$ cat src/rtl/time_set_ctrl.sv
// Time-setting controller: debounces mode/inc/dec buttons and walks an edit
// sequence hour -> minute -> second, pulsing load_o when the edit is committed.
module time_set_ctrl #(
  parameter int DB_CYCLES    = 20,
  parameter int REPEAT_DELAY = 500,
  parameter int REPEAT_RATE  = 100,
  parameter int TIMEOUT      = 10000
) (
  input  logic       clk_i,
  input  logic       reset_i,
  input  logic       mode_btn_i,
  input  logic       inc_btn_i,
  input  logic       dec_btn_i,
  input  logic [4:0] cur_hour_i,
  input  logic [5:0] cur_min_i,
  input  logic [5:0] cur_sec_i,
  output logic [4:0] hour_set_o,
  output logic [5:0] min_set_o,
  output logic [5:0] sec_set_o,
  output logic       load_o,
  output logic [1:0] field_o
);

  localparam int DB_W = $clog2(DB_CYCLES + 1);
  localparam int RP_W = $clog2(REPEAT_DELAY + 1);
  localparam int TO_W = $clog2(TIMEOUT + 1);

  localparam int BTN_MODE = 0;
  localparam int BTN_INC  = 1;
  localparam int BTN_DEC  = 2;

  typedef enum logic [1:0] {
    IDLE     = 2'd0,
    SET_HOUR = 2'd1,
    SET_MIN  = 2'd2,
    SET_SEC  = 2'd3
  } state_e;

  logic [2:0]      raw_btn;
  logic [2:0]      sync1_q, sync2_q, db_q, db_dly_q;
  logic [DB_W-1:0] db_cnt_q [3];
  logic [2:0]      press;

  logic [RP_W-1:0] rpt_cnt_q;
  logic            held_one, rpt, rpt_inc, rpt_dec;
  logic            inc_ev, dec_ev, any_ev, step_up, step_dn;

  state_e          state_q;
  logic [TO_W-1:0] to_cnt_q;
  logic [4:0]      hour_q;
  logic [5:0]      min_q, sec_q;
  logic            load_q;

  assign raw_btn = {dec_btn_i, inc_btn_i, mode_btn_i};

  // A debounced level only flips once the synchronized level has disagreed
  // with it for DB_CYCLES consecutive cycles; any agreement restarts the count.
  always_ff @(posedge clk_i or negedge reset_i) begin
    if (!reset_i) begin
      sync1_q  <= '0;
      sync2_q  <= '0;
      db_q     <= '0;
      db_dly_q <= '0;
      for (int b = 0; b < 3; b++) db_cnt_q[b] <= '0;
    end else begin
      sync1_q  <= raw_btn;
      sync2_q  <= sync1_q;
      db_dly_q <= db_q;
      for (int b = 0; b < 3; b++) begin
        if (sync2_q[b] == db_q[b]) begin
          db_cnt_q[b] <= '0;
        end else if (db_cnt_q[b] == DB_W'(DB_CYCLES - 1)) begin
          db_q[b]     <= sync2_q[b];
          db_cnt_q[b] <= '0;
        end else begin
          db_cnt_q[b] <= db_cnt_q[b] + DB_W'(1);
        end
      end
    end
  end

  assign press = db_q & ~db_dly_q;

  // rpt_cnt_q counts cycles since the inc/dec press; zero means "not armed",
  // so holding both buttons (or releasing) disarms repeat until a new press.
  assign held_one = db_q[BTN_INC] ^ db_q[BTN_DEC];
  assign rpt      = held_one && (rpt_cnt_q == RP_W'(REPEAT_DELAY));
  assign rpt_inc  = rpt & db_q[BTN_INC];
  assign rpt_dec  = rpt & db_q[BTN_DEC];

  always_ff @(posedge clk_i or negedge reset_i) begin
    if (!reset_i) begin
      rpt_cnt_q <= '0;
    end else if (press[BTN_INC] || press[BTN_DEC]) begin
      rpt_cnt_q <= RP_W'(1);
    end else if (!held_one) begin
      rpt_cnt_q <= '0;
    end else if (rpt) begin
      rpt_cnt_q <= RP_W'(REPEAT_DELAY - REPEAT_RATE + 1);
    end else if (rpt_cnt_q != '0) begin
      rpt_cnt_q <= rpt_cnt_q + RP_W'(1);
    end
  end

  assign inc_ev  = press[BTN_INC] | rpt_inc;
  assign dec_ev  = press[BTN_DEC] | rpt_dec;
  assign step_up = inc_ev & ~dec_ev;
  assign step_dn = dec_ev & ~inc_ev;
  assign any_ev  = (|press) | rpt;

  function automatic logic [5:0] step6(input logic [5:0] v, input logic [5:0] max_v,
                                       input logic up);
    logic [5:0] r;
    if (up) r = (v >= max_v) ? 6'd0 : v + 6'd1;
    else    r = (v == 6'd0 || v > max_v) ? max_v : v - 6'd1;
    return r;
  endfunction

  // load_o is a bare one-cycle strobe with no back-pressure: the timekeeper
  // must sample *_set_o on the cycle load_o is high.
  always_ff @(posedge clk_i or negedge reset_i) begin
    if (!reset_i) begin
      state_q  <= IDLE;
      to_cnt_q <= '0;
      hour_q   <= '0;
      min_q    <= '0;
      sec_q    <= '0;
      load_q   <= 1'b0;
    end else begin
      load_q <= 1'b0;
      if (state_q == IDLE) begin
        to_cnt_q <= '0;
        if (press[BTN_MODE]) begin
          state_q <= SET_HOUR;
          hour_q  <= (cur_hour_i > 5'd23) ? 5'd0 : cur_hour_i;
          min_q   <= (cur_min_i > 6'd59) ? 6'd0 : cur_min_i;
          sec_q   <= (cur_sec_i > 6'd59) ? 6'd0 : cur_sec_i;
        end
      end else if (press[BTN_MODE]) begin
        to_cnt_q <= '0;
        case (state_q)
          SET_HOUR: state_q <= SET_MIN;
          SET_MIN:  state_q <= SET_SEC;
          default: begin
            state_q <= IDLE;
            load_q  <= 1'b1;
          end
        endcase
      end else if (any_ev) begin
        to_cnt_q <= '0;
        if (step_up || step_dn) begin
          case (state_q)
            SET_HOUR: hour_q <= 5'(step6({1'b0, hour_q}, 6'd23, step_up));
            SET_MIN:  min_q  <= step6(min_q, 6'd59, step_up);
            default:  sec_q  <= step6(sec_q, 6'd59, step_up);
          endcase
        end
      end else if (to_cnt_q == TO_W'(TIMEOUT - 1)) begin
        state_q  <= IDLE;
        to_cnt_q <= '0;
      end else begin
        to_cnt_q <= to_cnt_q + TO_W'(1);
      end
    end
  end

  assign hour_set_o = hour_q;
  assign min_set_o  = min_q;
  assign sec_set_o  = sec_q;
  assign load_o     = load_q;
  assign field_o    = state_q;

endmodule

$ cat config.mk
export PLATFORM = sky130hd
export DESIGN_NAME = time_set_ctrl
export DESIGN_NICKNAME = d
export VERILOG_FILES = /design/src/rtl/time_set_ctrl.sv
export SDC_FILE = /design/constraint.sdc
export NUM_CORES = 1
export LEC_CHECK = 0
export BUFFER_PORTS_ARGS = -buffer_cell sky130_fd_sc_hd__buf_2
export CAP_MARGIN = 25
export CORE_ASPECT_RATIO = 1.2
export CORE_UTILIZATION = 45
export DETAILED_ROUTE_END_ITERATION = 10
export MAX_ROUTING_LAYER = met4
export PLACE_DENSITY = 0.67
export SLEW_MARGIN = 20
export SYNTH_ARGS = -nofsm -noshare
export SYNTH_HDL_FRONTEND = slang
export SYNTH_SLANG_ARGS = --single-unit
$ cat constraint.sdc
create_clock -name clk_i -period 5.2 [get_ports clk_i]
set_input_delay 0 -clock clk_i [delete_from_list [all_inputs] [get_ports clk_i]]
set_output_delay 0 -clock clk_i [all_outputs]
set_load 0.005 [all_outputs]
==> results.env <==
P_SEQ_FRAC=0.555
MULTIINPUTGATEAREA_UM2=2330
CTS.HTREE.LEVELS=3
NUMBER_OF_FLOPS_MAPPED_TO_ENABLE_CELLS_BY_YOSYS=0
SYNTHESIS.INSTANCES=458
FLOORPLAN.IO_PINS=42
PORT_BUFFERS=41
INITIAL_CORE_UTIL=0.469
YS.WARNINGS.COUNT=0
INTPOWER_uW=764
LENGTH_IN_CELLS_OF_THE_WORST_REG_TO_REG_PATH=12
GRT_ANTENNA_BEFORE_REPAIR=0
PLACE.DETAILED.HPWL_UM=6200
GPL.FINAL_WEIGHTED_CONGESTION=0.825
MAX-SLEW-MARGIN-REL=0.298
WORST_HOLD_PATH_CELLS=4
GRT.OVERFLOW.TOTAL=0
NUM_ROWS=38
POST-ROUTE-DRC-COUNT=0
CP_DATA_ARRIVAL_TIME_NS=3.85
POWER_DENSITY_nW_PER_UM2=209
MIN_DELAY_WORST_ENDPOINT='hour_set_o[2]'
GRT_USE_TOTAL=0.196
SLEW_VIOL_FINAL=0
CTS.REPAIR.RESIZED=0
WORST_EP_REQUIRED_TIME_NS=5.40
LAYOUT_AREA_GROWTH_OVER_SYNTHESIS_PCT=13.0
OUTCOME='complete, no violations'
WIRE_LENGTH_OF_THE_FIRST_GLOBAL_ROUTING_PASS_UM=14900
TRITONCTS.NUM_BUFFERS=9
CLOCKPOWERSHARE=0.391
SWITCHING_POWER_TOTAL_uW=247
WORST_R2R_ENDPOINT='min_set_o[0]'
CTS_ROOT_BUFFER='clkbuf_8'
MIN_FROM='cur_hour_i[2]'
DIE_HEIGHT_UM=109
DESIGN.CORE.AREA_UM2=9130
HOLD_VIOLATION_TOTAL_FROM_THE_FINAL_REPORT=0
CLOCK_TREE_FROM_TRITONCTS='built'
DIE_FOOTPRINT_UM2=9920
TIMING.CLOCK.SKEW_NS=0.0108
WL_PER_CELL_UM=14.3
CLOCK_LATENCY_REPORTED_FOR_THE_LATE_SIDE_OF_THE_WORST_SKEW_PAIR_NS=0.35
GRT_PASS1_VIAS=3359
POST_SYNTH.CELL_AREA_AVG_UM2=9.36
YS_FF_LATCH=70
VIA_PER_INST=5.65
RSZ0062_AT_GRT='false'
FMAX_GHz=0.275
NUMBER_OF_FILLER_INSTANCES_IN_THE_FINAL_LAYOUT=862
DRT-TOTAL-WL_UM=8990
MAX-CAP-VIOLATIONS=0
VDD_DROP_MAX_mV=0.169
LAYOUT.NETS=542
GRT_START_MAX_NET_PINS=71
CTS.REPAIR_TIMING.SETUP_BUFFER_COUNT=0
WORST_HOLD_PATH_TYPE='in -> reg'
POWER_LEAKAGE_uW=0.00208
SYN-CELL-AREA_UM2=4290
CTS_SINKS=70
CLOCKBUFFERDEPTH=2
MIN_PERIOD_NS=3.64
FIRST_PASS_ITERS=5
SEQUENTIAL_CELL_AREA_FRACTION_IN_THE_YOSYS_REPORT=0.409
POWER.SWITCHING_FRACTION=0.244
WORST_R2R_STARTPOINT='rpt_cnt_q[0]'
ASYNC_FLOP_SHARE=1.00
DRT_FIRST_ITER_VIOLATIONS=228
CLK_PIN_SLEW_NS=0.07
CRITICAL_PATH.STARTPOINT_TYPE='register'
CRITICALPATHCATEGORY='reg -> reg'
WORSTSETUPENDPOINTTYPE='register'
FINAL_MIN_PERIOD_OVER_CLOCK_PERIOD=0.700
ANTENNA_LEFT=0
TIGHTESTPINTRANSITION_NS=1.05
SYNTH_FP_NETS=498
ANTENNA_CELLS_INSERTED=0
PART_OF_THE_POWER_IN_COMBINATIONAL_LOGIC=0.053
NUM_VIAS=3542
DRIVE_GT1_FRAC=0.168
FIN_SETUP_TNS_NS=0
WORST-R2R-SETUP-SLACK_NS=1.56
FP.DIEW_UM=91.1
SYNTH.LIB_CELLS_USED.DISTINCT=70
YS.FLOP_TYPE='dfrtp_1'
NUMBER_OF_SETUP_VIOLATIONS_IN_THE_FINAL_REPORT=0
FINAL-SEQ-AREA_UM2=1750
FINAL_STANDARD_CELL_UTILIZATION_OF_THE_CORE=0.531
CRIT_PATH_MAX_FANOUT=31
[synthesized netlist by cell type (all sizes together) (4+ instances only)]
| cell type | instances | area [µm²] |
|---|---|---|
| xnor2 | 19 | 185 |
| nand4 | 10 | 68.8 |
| nand2b | 5 | 31.3 |
| mux2 | 6 | 67.6 |
| o21ai | 28 | 144 |
| nor2b | 4 | 25.0 |
| nor3b | 5 | 37.5 |
| a21oi | 22 | 118 |
| nand2 | 31 | 116 |
| ha | 18 | 225 |
| a211o | 5 | 43.8 |
| a31oi | 11 | 93.8 |
| clkbuf | 9 | 33.8 |
| or3 | 5 | 31.3 |
| and2 | 4 | 25.0 |
| o2111ai | 4 | 35.0 |
| xor2 | 14 | 123 |
| and3 | 5 | 31.3 |
| a22oi | 7 | 57.6 |
| inv | 22 | 82.6 |
| dfrtp | 70 | 1750 |
| nor2 | 49 | 191 |
| nand3 | 22 | 110 |
| nor3 | 16 | 85.1 |
| buf | 14 | 93.8 |
[stage by stage]
step	power (µW)	instance area [µm²]	std cells	hold WS, ns	setup WS [ns]
floorplan	592	4290	458	-0.296	2.59
global route	1050	4840	627	0.0365	1.34
global placement	617	4520	597	0.110	1.82
finish	1010	4840	627	0.0287	1.56
CTS	1030	4840	627	0.0176	1.57
detailed placement	619	4520	597	0.111	1.59
[layer usage]
metal  track usage  wire length [µm]  up-vias
li1              -                 -     1749
met1         0.224              3950     1699
met2         0.335              4530       78
met3        0.0363               326       16
met4        0.0918               183        0
met5             -                 0        -
[layout by cell type (no fill, tap or decap), types with 4 or more instances in the layout]
cell type / count
a211o_1: 5
a21oi_1: 20
a22oi_1: 6
a31oi_1: 6
a31oi_2: 5
and2_1: 4
and3_1: 5
buf_2: 41
clkbuf_8: 10
dfrtp_1: 70
dlygate4sd3_1: 14
ha_1: 18
inv_1: 22
mux2_2: 6
nand2_1: 31
nand2b_1: 5
nand3_1: 22
nand4_1: 9
nor2_1: 46
nor2b_1: 4
nor3_1: 15
nor3b_1: 5
o2111ai_1: 4
o21ai_0: 24
or3_1: 5
xnor2_1: 18
xor2_1: 14
[how the worst max path moves through the flow]
| stage | slack, ns | from | cells after the start | to |
|---|---|---|---|---|
| floorplan | 2.59 | rpt_cnt_q[0] | 14 | sec_set_o[3] |
| global placement | 1.82 | rpt_cnt_q[0] | 12 | min_set_o[0] |
| detailed placement | 1.59 | rpt_cnt_q[0] | 12 | min_set_o[0] |
| CTS | 1.57 | rpt_cnt_q[0] | 12 | min_set_o[0] |
| global route | 1.34 | rpt_cnt_q[0] | 12 | sec_set_o[3] |
| finish | 1.56 | rpt_cnt_q[0] | 12 | min_set_o[0] |
[power groups by stage]
stage	logic, µW	clock network (µW)	registers [µW]
4_1_cts	55.6	409	561
5_1_grt	61.4	426	562
2_1_floorplan	22.6	0	569
3_3_place_gp	45.8	0	571
3_5_place_dp	47.3	0	572
6_report	54.0	395	561
[repair_timing]
action / 4_1_cts / 5_1_grt
hold buffers: 14 / 0
endpoints found under the hold margin: 83 / 0
setup endpoints to repair: 0 / 0
[cells by family after synthesis]
group,after synthesis,synth area share
AOI/OAI and AO/OA,110,0.187
xor gates and xnor gates,33,0.0718
adders and majority gates,18,0.0526
buffers and inverters,45,0.0490
DFF,70,0.409
muxes,6,0.0158
and+or+nand+nor,176,0.215
[area by class of cell]
type / instances / area share
multi-input cells: 343 / 0.481
flip-flops and latches: 70 / 0.362
repair buffers: 56 / 0.0728
well taps: 120 / 0.0310
clock buffers: 11 / 0.0292
inverters: 22 / 0.0170
clock inverters: 5 / 0.00723
[sequential cells by signal, indices dropped and copies added, names as in the netlist]
signal / count
db_cnt_q: 15
db_dly_q: 3
db_q: 3
field_o: 2
hour_set_o: 5
load_o: 1
min_set_o: 6
rpt_cnt_q: 9
sec_set_o: 6
sync1_q: 3
sync2_q: 3
to_cnt_q: 14
[critical path, stage by stage (launching register included)]
cell and delay [ns]:
dfrtp_1 0.44, inv_1 0.09, ha_1 0.16, nand4b_1 0.17
or2_1 0.29, o21ai_0 0.17, and2_1 0.15, ha_1 0.86
inv_1 0.42, o21ai_0 0.26, a21boi_0 0.24, a2bb2oi_1 0.18
o21ai_1 0.08
Power figures use the tool's default switching activity.
